[config.mk]
export PLATFORM = sky130hd
export DESIGN_NAME = move_list_reader
export DESIGN_NICKNAME = d
export VERILOG_FILES = /design/src/rtl/move_list_reader_pkg.sv /design/src/rtl/move_list_reader.sv
export SDC_FILE = /design/constraint.sdc
export NUM_CORES = 1
export LEC_CHECK = 0
export CORE_ASPECT_RATIO = 0.8
export CORE_UTILIZATION = 38
export DETAILED_ROUTE_END_ITERATION = 7
export HOLD_SLACK_MARGIN = 0.05
export PLACE_DENSITY = 0.7
export SKIP_LAST_GASP = 1
export SLEW_MARGIN = 30
export SYNTH_ARGS = -nofsm -noshare
export SYNTH_HDL_FRONTEND = slang
export SYNTH_SLANG_ARGS = --single-unit
[constraint.sdc]
create_clock -name clk -period 2.4 [get_ports clk]
set_clock_uncertainty 0.2 [all_clocks]
set_input_delay 0.6 -clock clk [delete_from_list [all_inputs] [get_ports clk]]
set_output_delay 0.6 -clock clk [all_outputs]
set_load 0.01 [all_outputs]
[src/rtl/move_list_reader_pkg.sv]
`default_nettype none
// ============================================================================
// Package  : move_list_reader_pkg
// Brief    : Shared board constants and UCI move-word layout for the move reader.
// Revision : 1.0 - initial release
// ============================================================================
package move_list_reader_pkg;

    localparam int MAX_POSITIONS = 256;

    // UCI word layout: {promotion[3:0], to[5:0], from[5:0]}
    localparam int UCI_FROM_LSB  = 0;
    localparam int UCI_TO_LSB    = 6;
    localparam int UCI_PROMO_LSB = 12;
    localparam int UCI_SQ_BITS   = 6;
    localparam int UCI_PROMO_BITS = 4;
    localparam int UCI_BITS      = UCI_PROMO_LSB + UCI_PROMO_BITS;

    typedef enum logic [3:0] {
        PIECE_EMPTY  = 4'd0,
        PIECE_PAWN   = 4'd1,
        PIECE_KNIGHT = 4'd2,
        PIECE_BISHOP = 4'd3,
        PIECE_ROOK   = 4'd4,
        PIECE_QUEEN  = 4'd5,
        PIECE_KING   = 4'd6
    } piece_t;

endpackage
`default_nettype wire

[src/rtl/move_list_reader.sv]
`default_nettype none
// ============================================================================
// Module   : move_list_reader
// Brief    : Streams a completed all_moves table out as a valid/ready sequence.
// Revision : 1.0 - initial release
// ============================================================================
module move_list_reader
    import move_list_reader_pkg::*;
#(
    parameter int MAX_POSITIONS_LOG2 = $clog2(MAX_POSITIONS),
    parameter int EVAL_WIDTH         = 24,
    parameter int UCI_WIDTH          = UCI_BITS,
    parameter int RD_LATENCY         = 2
) (
    input  logic                          clk,
    input  logic                          reset,
    input  logic                          am_moves_ready,
    input  logic [MAX_POSITIONS_LOG2-1:0] am_move_count,
    input  logic                          initial_mate,
    input  logic                          initial_stalemate,
    input  logic [UCI_WIDTH-1:0]          uci_in,
    input  logic [EVAL_WIDTH-1:0]         eval_in,
    input  logic                          capture_in,
    input  logic                          abort,
    output logic [MAX_POSITIONS_LOG2-1:0] am_move_index,
    output logic                          am_clear_moves,
    output logic                          m_valid,
    input  logic                          m_ready,
    output logic [UCI_WIDTH-1:0]          m_uci,
    output logic [EVAL_WIDTH-1:0]         m_eval,
    output logic                          m_capture,
    output logic [MAX_POSITIONS_LOG2-1:0] m_index,
    output logic                          m_last,
    output logic                          list_done,
    output logic [1:0]                    done_status,
    output logic                          busy
);

    localparam int IW = MAX_POSITIONS_LOG2;
    localparam logic [2:0]    c_RD_LAT  = 3'(RD_LATENCY);
    localparam logic [IW-1:0] c_IDX_ONE = IW'(1);

    typedef enum logic [2:0] {
        ST_IDLE       = 3'd0,
        ST_WAIT       = 3'd1,
        ST_PRESENT    = 3'd2,
        ST_CLEAR      = 3'd3,
        ST_CLEAR_WAIT = 3'd4
    } state_t;

    state_t                state_q, state_d;
    logic [2:0]            wait_q, wait_d;
    logic [IW-1:0]         idx_q, idx_d;
    logic [IW-1:0]         count_q, count_d;
    logic                  valid_q, valid_d;
    logic [UCI_WIDTH-1:0]  uci_q, uci_d;
    logic [EVAL_WIDTH-1:0] eval_q, eval_d;
    logic                  cap_q, cap_d;
    logic [IW-1:0]         mindex_q, mindex_d;
    logic                  last_q, last_d;
    logic                  clear_q, clear_d;
    logic                  done_q, done_d;
    logic [1:0]            status_q, status_d;

    always_ff @(posedge clk) begin
        if (reset) begin
            state_q  <= ST_IDLE;
            wait_q   <= '0;
            idx_q    <= '0;
            count_q  <= '0;
            valid_q  <= 1'b0;
            uci_q    <= '0;
            eval_q   <= '0;
            cap_q    <= 1'b0;
            mindex_q <= '0;
            last_q   <= 1'b0;
            clear_q  <= 1'b0;
            done_q   <= 1'b0;
            status_q <= 2'b00;
        end else begin
            state_q  <= state_d;
            wait_q   <= wait_d;
            idx_q    <= idx_d;
            count_q  <= count_d;
            valid_q  <= valid_d;
            uci_q    <= uci_d;
            eval_q   <= eval_d;
            cap_q    <= cap_d;
            mindex_q <= mindex_d;
            last_q   <= last_d;
            clear_q  <= clear_d;
            done_q   <= done_d;
            status_q <= status_d;
        end
    end

    always_comb begin
        state_d  = state_q;
        wait_d   = wait_q;
        idx_d    = idx_q;
        count_d  = count_q;
        valid_d  = valid_q;
        uci_d    = uci_q;
        eval_d   = eval_q;
        cap_d    = cap_q;
        mindex_d = mindex_q;
        last_d   = last_q;
        clear_d  = 1'b0;
        done_d   = 1'b0;
        status_d = status_q;

        case (state_q)
            ST_IDLE: begin
                idx_d = '0;
                if (am_moves_ready) begin
                    count_d = am_move_count;
                    if (am_move_count == '0) begin
                        status_d = {initial_mate, initial_stalemate};
                        state_d  = ST_CLEAR;
                    end else begin
                        status_d = 2'b00;
                        wait_d   = c_RD_LAT;
                        state_d  = ST_WAIT;
                    end
                end
            end
            ST_WAIT: begin
                if (abort) begin
                    valid_d = 1'b0;
                    state_d = ST_CLEAR;
                end else begin
                    wait_d = wait_q - 3'd1;
                    // Table data for idx_q is valid in the cycle the counter expires.
                    if (wait_q == 3'd1) begin
                        uci_d    = uci_in;
                        eval_d   = eval_in;
                        cap_d    = capture_in;
                        mindex_d = idx_q;
                        last_d   = (idx_q == count_q - c_IDX_ONE);
                        valid_d  = 1'b1;
                        state_d  = ST_PRESENT;
                    end
                end
            end
            ST_PRESENT: begin
                if (abort) begin
                    valid_d = 1'b0;
                    state_d = ST_CLEAR;
                end else if (m_ready) begin
                    valid_d = 1'b0;
                    if (last_q) begin
                        state_d = ST_CLEAR;
                    end else begin
                        idx_d   = idx_q + c_IDX_ONE;
                        wait_d  = c_RD_LAT;
                        state_d = ST_WAIT;
                    end
                end
            end
            ST_CLEAR: begin
                clear_d = 1'b1;
                done_d  = 1'b1;
                idx_d   = '0;
                state_d = ST_CLEAR_WAIT;
            end
            ST_CLEAR_WAIT: begin
                // Gives all_moves a cycle to drop its ready flag after the clear.
                state_d = ST_IDLE;
            end
            default: begin
                state_d = ST_IDLE;
            end
        endcase
    end

    assign am_move_index  = idx_q;
    assign am_clear_moves = clear_q;
    assign m_valid        = valid_q;
    assign m_uci          = uci_q;
    assign m_eval         = eval_q;
    assign m_capture      = cap_q;
    assign m_index        = mindex_q;
    assign m_last         = last_q;
    assign list_done      = done_q;
    assign done_status    = status_q;
    assign busy           = (state_q != ST_IDLE);

endmodule
`default_nettype wire

==> reports/qor.yml, run 1 <==
max_stage_delay_ps: 480
netlist_area_sq_um: 3220
antenna_cells: 0
multi_input_area_sq_um: 1540
final_common_cell: "nand2_1"
path_cells: "clkdlybuf4s50_1, or3b_4, a2111oi_4, o21ai_2, nand4bb_1, a21oi_1"
antenna_found_initial: 0
drive_above_1_share_pct: 8.17
synth_seq_cells: 76
grt_pass1_wl_microns: 13300
finalWeightedCongestion: 0.840
grt_pass1_vias: 2758
hp-class: "reg2reg"
worst-endpoint-required_ps: 2470
die_area_sq_um: 8840
cellLeakagePower_nw: 1.64
area_delta_synth_final_pct: 46.6
grt-ovfl-total: 0
postRouteWirelength_microns: 8100
fin_nets: 581
yosys_warnings: 0
powerDensity_nw_per_um2: 553
p_total_mw: 2.61
htreeDepth: 3
vdd_drop_max_mv: 0.308
clock-sinks: 76
wire_per_inst_microns: 12.8
dr.first_iter.drc_count: 89
yosys-top-cells-area: "dfxtp_1 (47%), nand2_1 (14%), a21oi_1 (10%)"
synth_top_area_share_pct: 47.3
cts_buffers: 9
worst_pin_slew_ps: 857
cts_tree: "yes"
vias: 3062
status: "finished clean"
core_area_sq_um: 8060
ys.flop_type: "dfxtp_1"
synth_seq_area_share_pct: 47.3
layout_min_cycle_time_ps: 2310
cp_max_fo: 6
setup_viol: 0
whs_ps: 254
synth_edf_count: 0
grt_max_degree: 43
cts_buffer_depth: 2
rsz0062_at_grt: "false"
fmax_mhz: 433
finalHoldViolations: 0
start_util_pct: 40.0
io_buffers: 119
yosys.cell_types.count: 44
period_share_pct: 96.2
clk_pin_slew_ps: 80
timing.slew.headroom_pct: 42.4
avgSynthCellArea_sq_um: 7.97
slowest_stage: "clkdlybuf4s50_1"
dp_hpwl_microns: 5820
seq_area_sq_um: 1520
die_h_microns: 84.3
slew_violations: 0
crit_type: "in2reg"
crit_path_end_kind: "flop"
track_usage_pct: 18.7
pin_count: 120
rows: 29
synthCells: 404
remaining_drc_errors: 0
cts_root_buffer: "clkbuf_8"
fp.dieW_microns: 105
most-common-layout-cells: "nand2_1 (124), clkdlybuf4s50_1 (118), dfxtp_1 (74), a21oi_1 (65), nor2_1 (18)"
drt_pass1_iterations: 5
cp.arrival_ps: 2380
antenna_left: 0
async_flop_share_pct: 0
fillCellCount: 759
vias_per_cell: 4.83
cp-start-kind: "input port"
insertion_delay_ps: 340
maxCapViolCount: 0
syn_nets: 464
holdBufCountCts: 0
post_cts_buffers: 0
yosysTopAreaCell: "dfxtp_1"
-- worst max-delay path: cells and delay by family --
family          cells  cell delay, ps
buf+inv             1             480
compound gates      3             680
simple gates        2             610
-- path summary, 6_finish.rpt --
path / slack (ps) / end / cells past startpoint / from
worst max-delay path: 90 / wait_q[2] / 6 / m_ready
worst min-delay path: 250 / m_eval[0] / 2 / m_eval[0]
worst max register to register: 360 / m_uci[15] / 6 / state_q[2]
worst min register to register: 250 / m_eval[0] / 2 / m_eval[0]
-- cells by family (layout without fill, tap and decap cells) --
group / Yosys count / count (layout) / synth area share (%)
AND/OR/NAND/NOR: 180 / 180 / 24.3
AO/OA/AOI/OAI: 89 / 89 / 16.6
buffers and inverters: 37 / 159 / 5.33
flip-flops: 76 / 76 / 47.3
adder cells (fa/ha/maj): 4 / 4 / 1.56
multiplexers: 1 / 1 / 0.311
XOR/XNOR: 17 / 17 / 4.63
-- power breakdown --
part	internal, mW	total (mW)	leakage [nW]	switching, mW
clock	0.373	0.829	0.0824	0.456
sequential	1.30	1.33	0.615	0.0350
combinational	0.234	0.450	0.939	0.216
-- layer usage --
metal	vias to the layer above	part of all wire, %	GRT usage, %
met5	-	0	0
met4	0	1.5	8.07
met3	9	6.0	4.74
met2	87	44	29.0
met1	1392	48	24.7
li1	1574	-	-
-- synthesized netlist by cell type, types with 2 or more instances --
cell	n
nor3_1	7
clkbuf_1	15
o21bai_1	3
a211o_1	2
nand2_1	124
nor2_1	18
a21oi_1	65
ha_1	4
nor4_1	6
nand2b_1	2
buf_2	11
nand4_1	6
o31ai_1	4
nand3b_1	2
a211oi_1	2
o21ai_0	2
xor2_1	9
inv_1	7
buf_6	2
nor2b_1	5
xnor2_1	8
and3_1	2
a22oi_1	2
dfxtp_1	76
-- flip-flops by register name, summed over array words and instances, names as in the netlist --
name and flops:
list_done 1, m_last 1, m_capture 1, state_q 3
m_eval 24, done_status 2, wait_q 3, count_q 8
am_move_index 8, m_valid 1, m_index 8, m_uci 16
-- stage by stage --
stage / util, % / setup TNS [ps] / worst slack, ps / std cells / instance area (sq um)
after floorplan: - / 0 / 222 / 404 / 3220
after global placement: 56.4 / -12120 / -237 / 618 / 4540
final: 58.6 / 0 / 92.3 / 634 / 4720
after detailed placement: 56.4 / -12490 / -262 / 618 / 4540
after global routing: 58.6 / 0 / 2.81 / 634 / 4720
after CTS: 58.6 / 0 / 56.5 / 634 / 4720
-- repair_timing --
item                                    4_1_cts  5_1_grt
endpoints found under the setup margin        1        1
hold endpoints to repair                      0        0
resized for setup                             2        1
-- cell type report --
cell class	count	share of cell area, %
multi-input cells	291	32.6
well taps	108	2.86
clock inverters	6	0.822
inverters	7	0.557
flip-flops and latches	76	32.3
clock buffers	10	2.70
repair buffers	136	28.1
No activity file was read; power rests on OpenSTA's default activity.
==> run 2, diff against run 1 <==
- CORE_UTILIZATION: 38 -> 44
- GPL_TIMING_DRIVEN: not set -> 0
- PLACE_DENSITY: 0.7 -> 0.8
- SETUP_SLACK_MARGIN: not set -> 0.2
==> run 2 against run 1 <==
Compared with the run above:
- core utilization up 10 points
- via count up 3.9%
- worst setup slack improved by 170 ps
- power increased by 14%
- sequential power about the same
- final cell count decreased by 1.1%
- combinational power is 6.2% higher
- design area rose by 2.1%
- the run now ends with design-rule violations left
- fmax grew 7.9%
==> reports/qor.yml, run 2 (synthesis gave the netlist of run 1 again) <==
status: "finished with violations"
violations: "design-rule violations"
track_usage_pct: 22.6
core_area_sq_um: 6990
maxCapViolCount: 0
die_h_microns: 78.5
fillCellCount: 591
fmax_mhz: 468
whs_ps: 254
hp-class: "reg2reg"
crit_path_end_kind: "primary output"
r2r_start: "state_q[2]"
htreeDepth: 3
slowest_stage: "clkdlybuf4s50_1"
layout_min_cycle_time_ps: 2140
cp-start-kind: "flop"
critPathTopFamily: "buffers and inverters"
hp-start: "m_index[3]"
start_util_pct: 46.0
cts_tree: "yes"
clock-sinks: 76
powerDensity_nw_per_um2: 617
worst_pin_slew_ps: 609
grt_max_degree: 14
tns_ps: 0
period_share_pct: 89.1
cts_buffers: 9
startpoint: "m_last"
grt-ovfl-total: 0
antenna_found_initial: 0
p_total_mw: 2.98
rsz0062_at_grt: "false"
holdBufCountCts: 0
grt_pass1_vias: 3054
fin_nets: 595
cp_max_fo: 4
wire_per_inst_microns: 13.5
path_cells: "clkdlybuf4s50_1"
pin_count: 120
timing.slew.headroom_pct: 59.3
insertion_delay_ps: 340
clk_pin_slew_ps: 80
cts_buffer_depth: 2
slew_violations: 0
fp.dieW_microns: 97.6
drive_above_1_share_pct: 10.0
setup_viol: 0
vias: 3182
dp_hpwl_microns: 6220
final_common_cell: "nand2_1"
seq_area_sq_um: 1530
cellLeakagePower_nw: 1.68
largest_register_ffs: 24
layoutNonFillerInstCount: 627
multi_input_area_sq_um: 1550
remaining_drc_errors: 18
place_inst: 608
area_delta_synth_final_pct: 49.8
crit_type: "reg2out"
worst-endpoint-required_ps: 1600
antenna_cells: 0
io_buffers: 117
most-common-layout-cells: "nand2_1 (124), clkdlybuf4s50_1 (115), dfxtp_1 (67), a21oi_1 (65), nor2_1 (18)"
antenna_left: 0
max_stage_delay_ps: 570
cp_num_buf_inv: 1
cp.arrival_ps: 1340
grt_pass1_wl_microns: 13900
drt_pass1_iterations: 6
post-route-util_pct: 68.9
rows: 27
finalWeightedCongestion: 0.857
postRouteWirelength_microns: 8470
vdd_drop_max_mv: 0.620
cts_root_buffer: "clkbuf_8"
vias_per_cell: 5.07
finalHoldViolations: 0
die_area_sq_um: 7660
dr.first_iter.drc_count: 114
==> run 2: layer usage <==
| layer | global-route usage (%) | routed length [microns] | vias up |
|---|---|---|---|
| met1 | 28.2 | 3830 | 1458 |
| met3 | 6.95 | 584 | 14 |
| met4 | 8.03 | 135 | 0 |
| met2 | 37.0 | 3910 | 105 |
| li1 | - | - | 1605 |
| met5 | 0 | 0 | - |
==> run 2: repair_timing <==
item / 4_1_cts / 5_1_grt
gates cloned: 0 / 0
endpoints found under the setup margin: 15 / 59
pin swaps: 3 / 1
gates resized for setup: 9 / 25
buffers inserted: 2 / 1
==> run 2: final cells by class <==
type                       instances  share of cell area, %
multi-input combinational        291                   32.2
sequential                        76                   31.8
timing repair buffer             120                   24.8
buffer                            30                   3.45
clock buffer                      10                   2.65
clock inverter                     6                   2.31
tap                               87                   2.26
inverter                           7                  0.545
==> run 2: stage by stage <==
stage | cell area [sq um] | setup WS (ps)
final | 4820 | 261
after global routing | 4820 | 194
after CTS | 4770 | 150
after detailed placement | 4500 | -294
after global placement | 4500 | -289
after floorplan | 3220 | 222
==> run 2: worst paths after layout <==
check | end | slack [ps] | cells after the start
hold reg to reg | m_index[3] | 250 | 2
hold / removal | m_index[3] | 250 | 2
setup / recovery | m_last | 260 | 1
setup reg to reg | m_uci[2] | 300 | 8
==> run 2: power by group <==
group          internal [mW]  switching, mW
registers               1.30         0.0366
logic                  0.246          0.231
clock network          0.693          0.472
total                   2.24          0.739
==> run 2: worst reg2reg max path: stages, from the launching register on <==
cell and delay (ps):
dfxtp_1 300, buf_4 170, nand2b_1 140, buf_2 170, or4_1 470, buf_2 170
buf_2 190, nand2_1 90, a21oi_1 70
==> run 3, diff against run 2 <==
- TNS_END_PERCENT: not set -> 50
- clock period: 2.4 -> 2.35 ns (I/O delays scaled with it)
==> run 3 against run 2 <==
Compared with the run above:
- the run still ends with design-rule violations left
- global-route usage hardly changed
- clock power is 5% lower
- via count is 2.1% higher
- power is 1.1% lower
- worst hold slack hardly changed
- sequential share of layout area is 0.21 points higher
- die area stayed put
- clock-buffer cell count stayed put
- flip-flop and latch count stayed put
- non-clock buffer count is 1 lower
- largest power group unchanged
- highest routed layer unchanged
==> reports/qor.yml, run 3 (synthesis gave the netlist of run 1 again) <==
largest_register_ffs: 24
period_share_pct: 92.6
pin_count: 120
path_cells: "clkdlybuf4s50_1"
max_stage_delay_ps: 580
fp.dieW_microns: 97.6
cts_tree: "yes"
place_inst: 608
vias_per_cell: 5.20
area_delta_synth_final_pct: 48.6
seq_area_sq_um: 1530
seqPwrFrac_pct: 46.3
dr.first_iter.drc_count: 160
drive_above_1_share_pct: 9.48
remaining_drc_errors: 20
most-common-layout-cells: "nand2_1 (124), clkdlybuf4s50_1 (115), dfxtp_1 (69), a21oi_1 (65), nor2_1 (18)"
crit_path_end_kind: "primary output"
start_util_pct: 46.0
grt_max_degree: 14
worst_pin_slew_ps: 636
stdcell_area_sq_um: 4780
swShare_pct: 25.5
vias: 3249
slew_violations: 0
hp-class: "reg2reg"
violations: "design-rule violations"
layoutNonFillerInstCount: 625
clk_pin_slew_ps: 80
pwr-share-clk_pct: 37.5
track_usage_pct: 22.5
grt-ovfl-total: 0
fillCellCount: 598
antenna_left: 0
grt_pass1_wl_microns: 13700
insertion_delay_ps: 340
cp.arrival_ps: 1390
slowest_stage: "clkdlybuf4s50_1"
critPathTopFamily: "buffers and inverters"
postRouteWirelength_microns: 8610
vdd_drop_max_mv: 0.336
status: "finished with violations"
drt_pass1_iterations: 7
wire_per_inst_microns: 13.8
maxCapViolCount: 0
dp_hpwl_microns: 6320
io_buffers: 117
clock-sinks: 76
worst-endpoint-required_ps: 1560
rows: 27
setup_viol: 0
p_sw_mw: 0.751
rsz0062_at_grt: "true"
finalHoldViolations: 0
layout_min_cycle_time_ps: 2180
fin_nets: 594
multi_input_area_sq_um: 1540
antenna_found_initial: 0
grt_pass1_vias: 2879
power_frac_comb_pct: 16.2
cp_max_fo: 5
cellLeakagePower_nw: 1.67
final_common_cell: "nand2_1"
fmax_mhz: 460
finalWeightedCongestion: 0.835
crit_type: "reg2out"
cts_buffer_depth: 2
cts_root_buffer: "clkbuf_8"
htreeDepth: 3
antenna_cells: 0
die_h_microns: 78.5
cts_buffers: 9
timing.slew.headroom_pct: 57.2
holdBufCountCts: 0
die_area_sq_um: 7660
cp_num_buf_inv: 1
powerDensity_nw_per_um2: 615
cp-start-kind: "flop"
p_int_mw: 2.19
place_area_sq_um: 4500
core_area_sq_um: 6990
run 3: cell types whose count changed in the layout (fill, tap and decap cells not counted), moves of 2 or more:
cell,change
buf_6,-2
buf_2,-4
dfxtp_1,+2
buf_4,+5
dfxtp_2,-2
run 3: worst paths after layout:
kind / startpoint / to / depth (start not counted) / slack [ps]
setup reg to reg: state_q[2] / m_eval[4] / 8 / 300
hold / removal: m_eval[16] / m_eval[16] / 2 / 250
hold reg to reg: m_eval[16] / m_eval[16] / 2 / 250
setup / recovery: am_move_index[5] / am_move_index[5] / 1 / 170
run 3: timing repair:
item / in CTS / in global routing
gates resized for setup: 7 / 29
endpoints found under the setup margin: 18 / 66
setup buffers: 1 / 1
pin swaps: 4 / 1
run 3: metal layers:
layer	GRT usage (%)	wire, microns	vias up
met5	0	0	-
li1	-	-	1606
met3	5.97	566	22
met4	9.70	172	0
met2	37.1	4090	118
met1	27.9	3780	1503
run 3: power by group through the flow:
stage / Clock (mW) / Combinational (mW) / Sequential, mW
final: 1.10 / 0.475 / 1.36
after global routing: 1.19 / 0.520 / 1.37
after CTS: 1.13 / 0.460 / 1.36
after detailed placement: 0 / 0.448 / 1.39
after global placement: 0 / 0.439 / 1.39
after floorplan: 0 / 0.265 / 1.38
run 3: layout make-up:
| type | instances | area share, % |
|---|---|---|
| multi-input combinational | 291 | 32.2 |
| sequential | 76 | 32.0 |
| timing repair buffer | 119 | 24.7 |
| buffer | 30 | 3.61 |
| clock buffer | 10 | 2.88 |
| tap | 87 | 2.28 |
| clock inverter | 5 | 1.75 |
| inverter | 7 | 0.550 |
run 3: metrics by stage:
stage	util [%]	power [mW]	worst slack, ps	TNS [ps]	hold slack, ps
after floorplan	-	1.65	199	0	248
after CTS	67.8	2.95	90.9	0	258
final	68.4	2.94	175	0	254
after global placement	64.3	1.82	-295	-2640	241
after global routing	68.4	3.08	125	0	278
after detailed placement	64.3	1.84	-341	-2750	245
run 3: tightest hold or removal path, cell delays in order, from the launching register on:
cell and delay [ps]:
dfxtp_1 310, nand2_1 50, a21oi_1 50
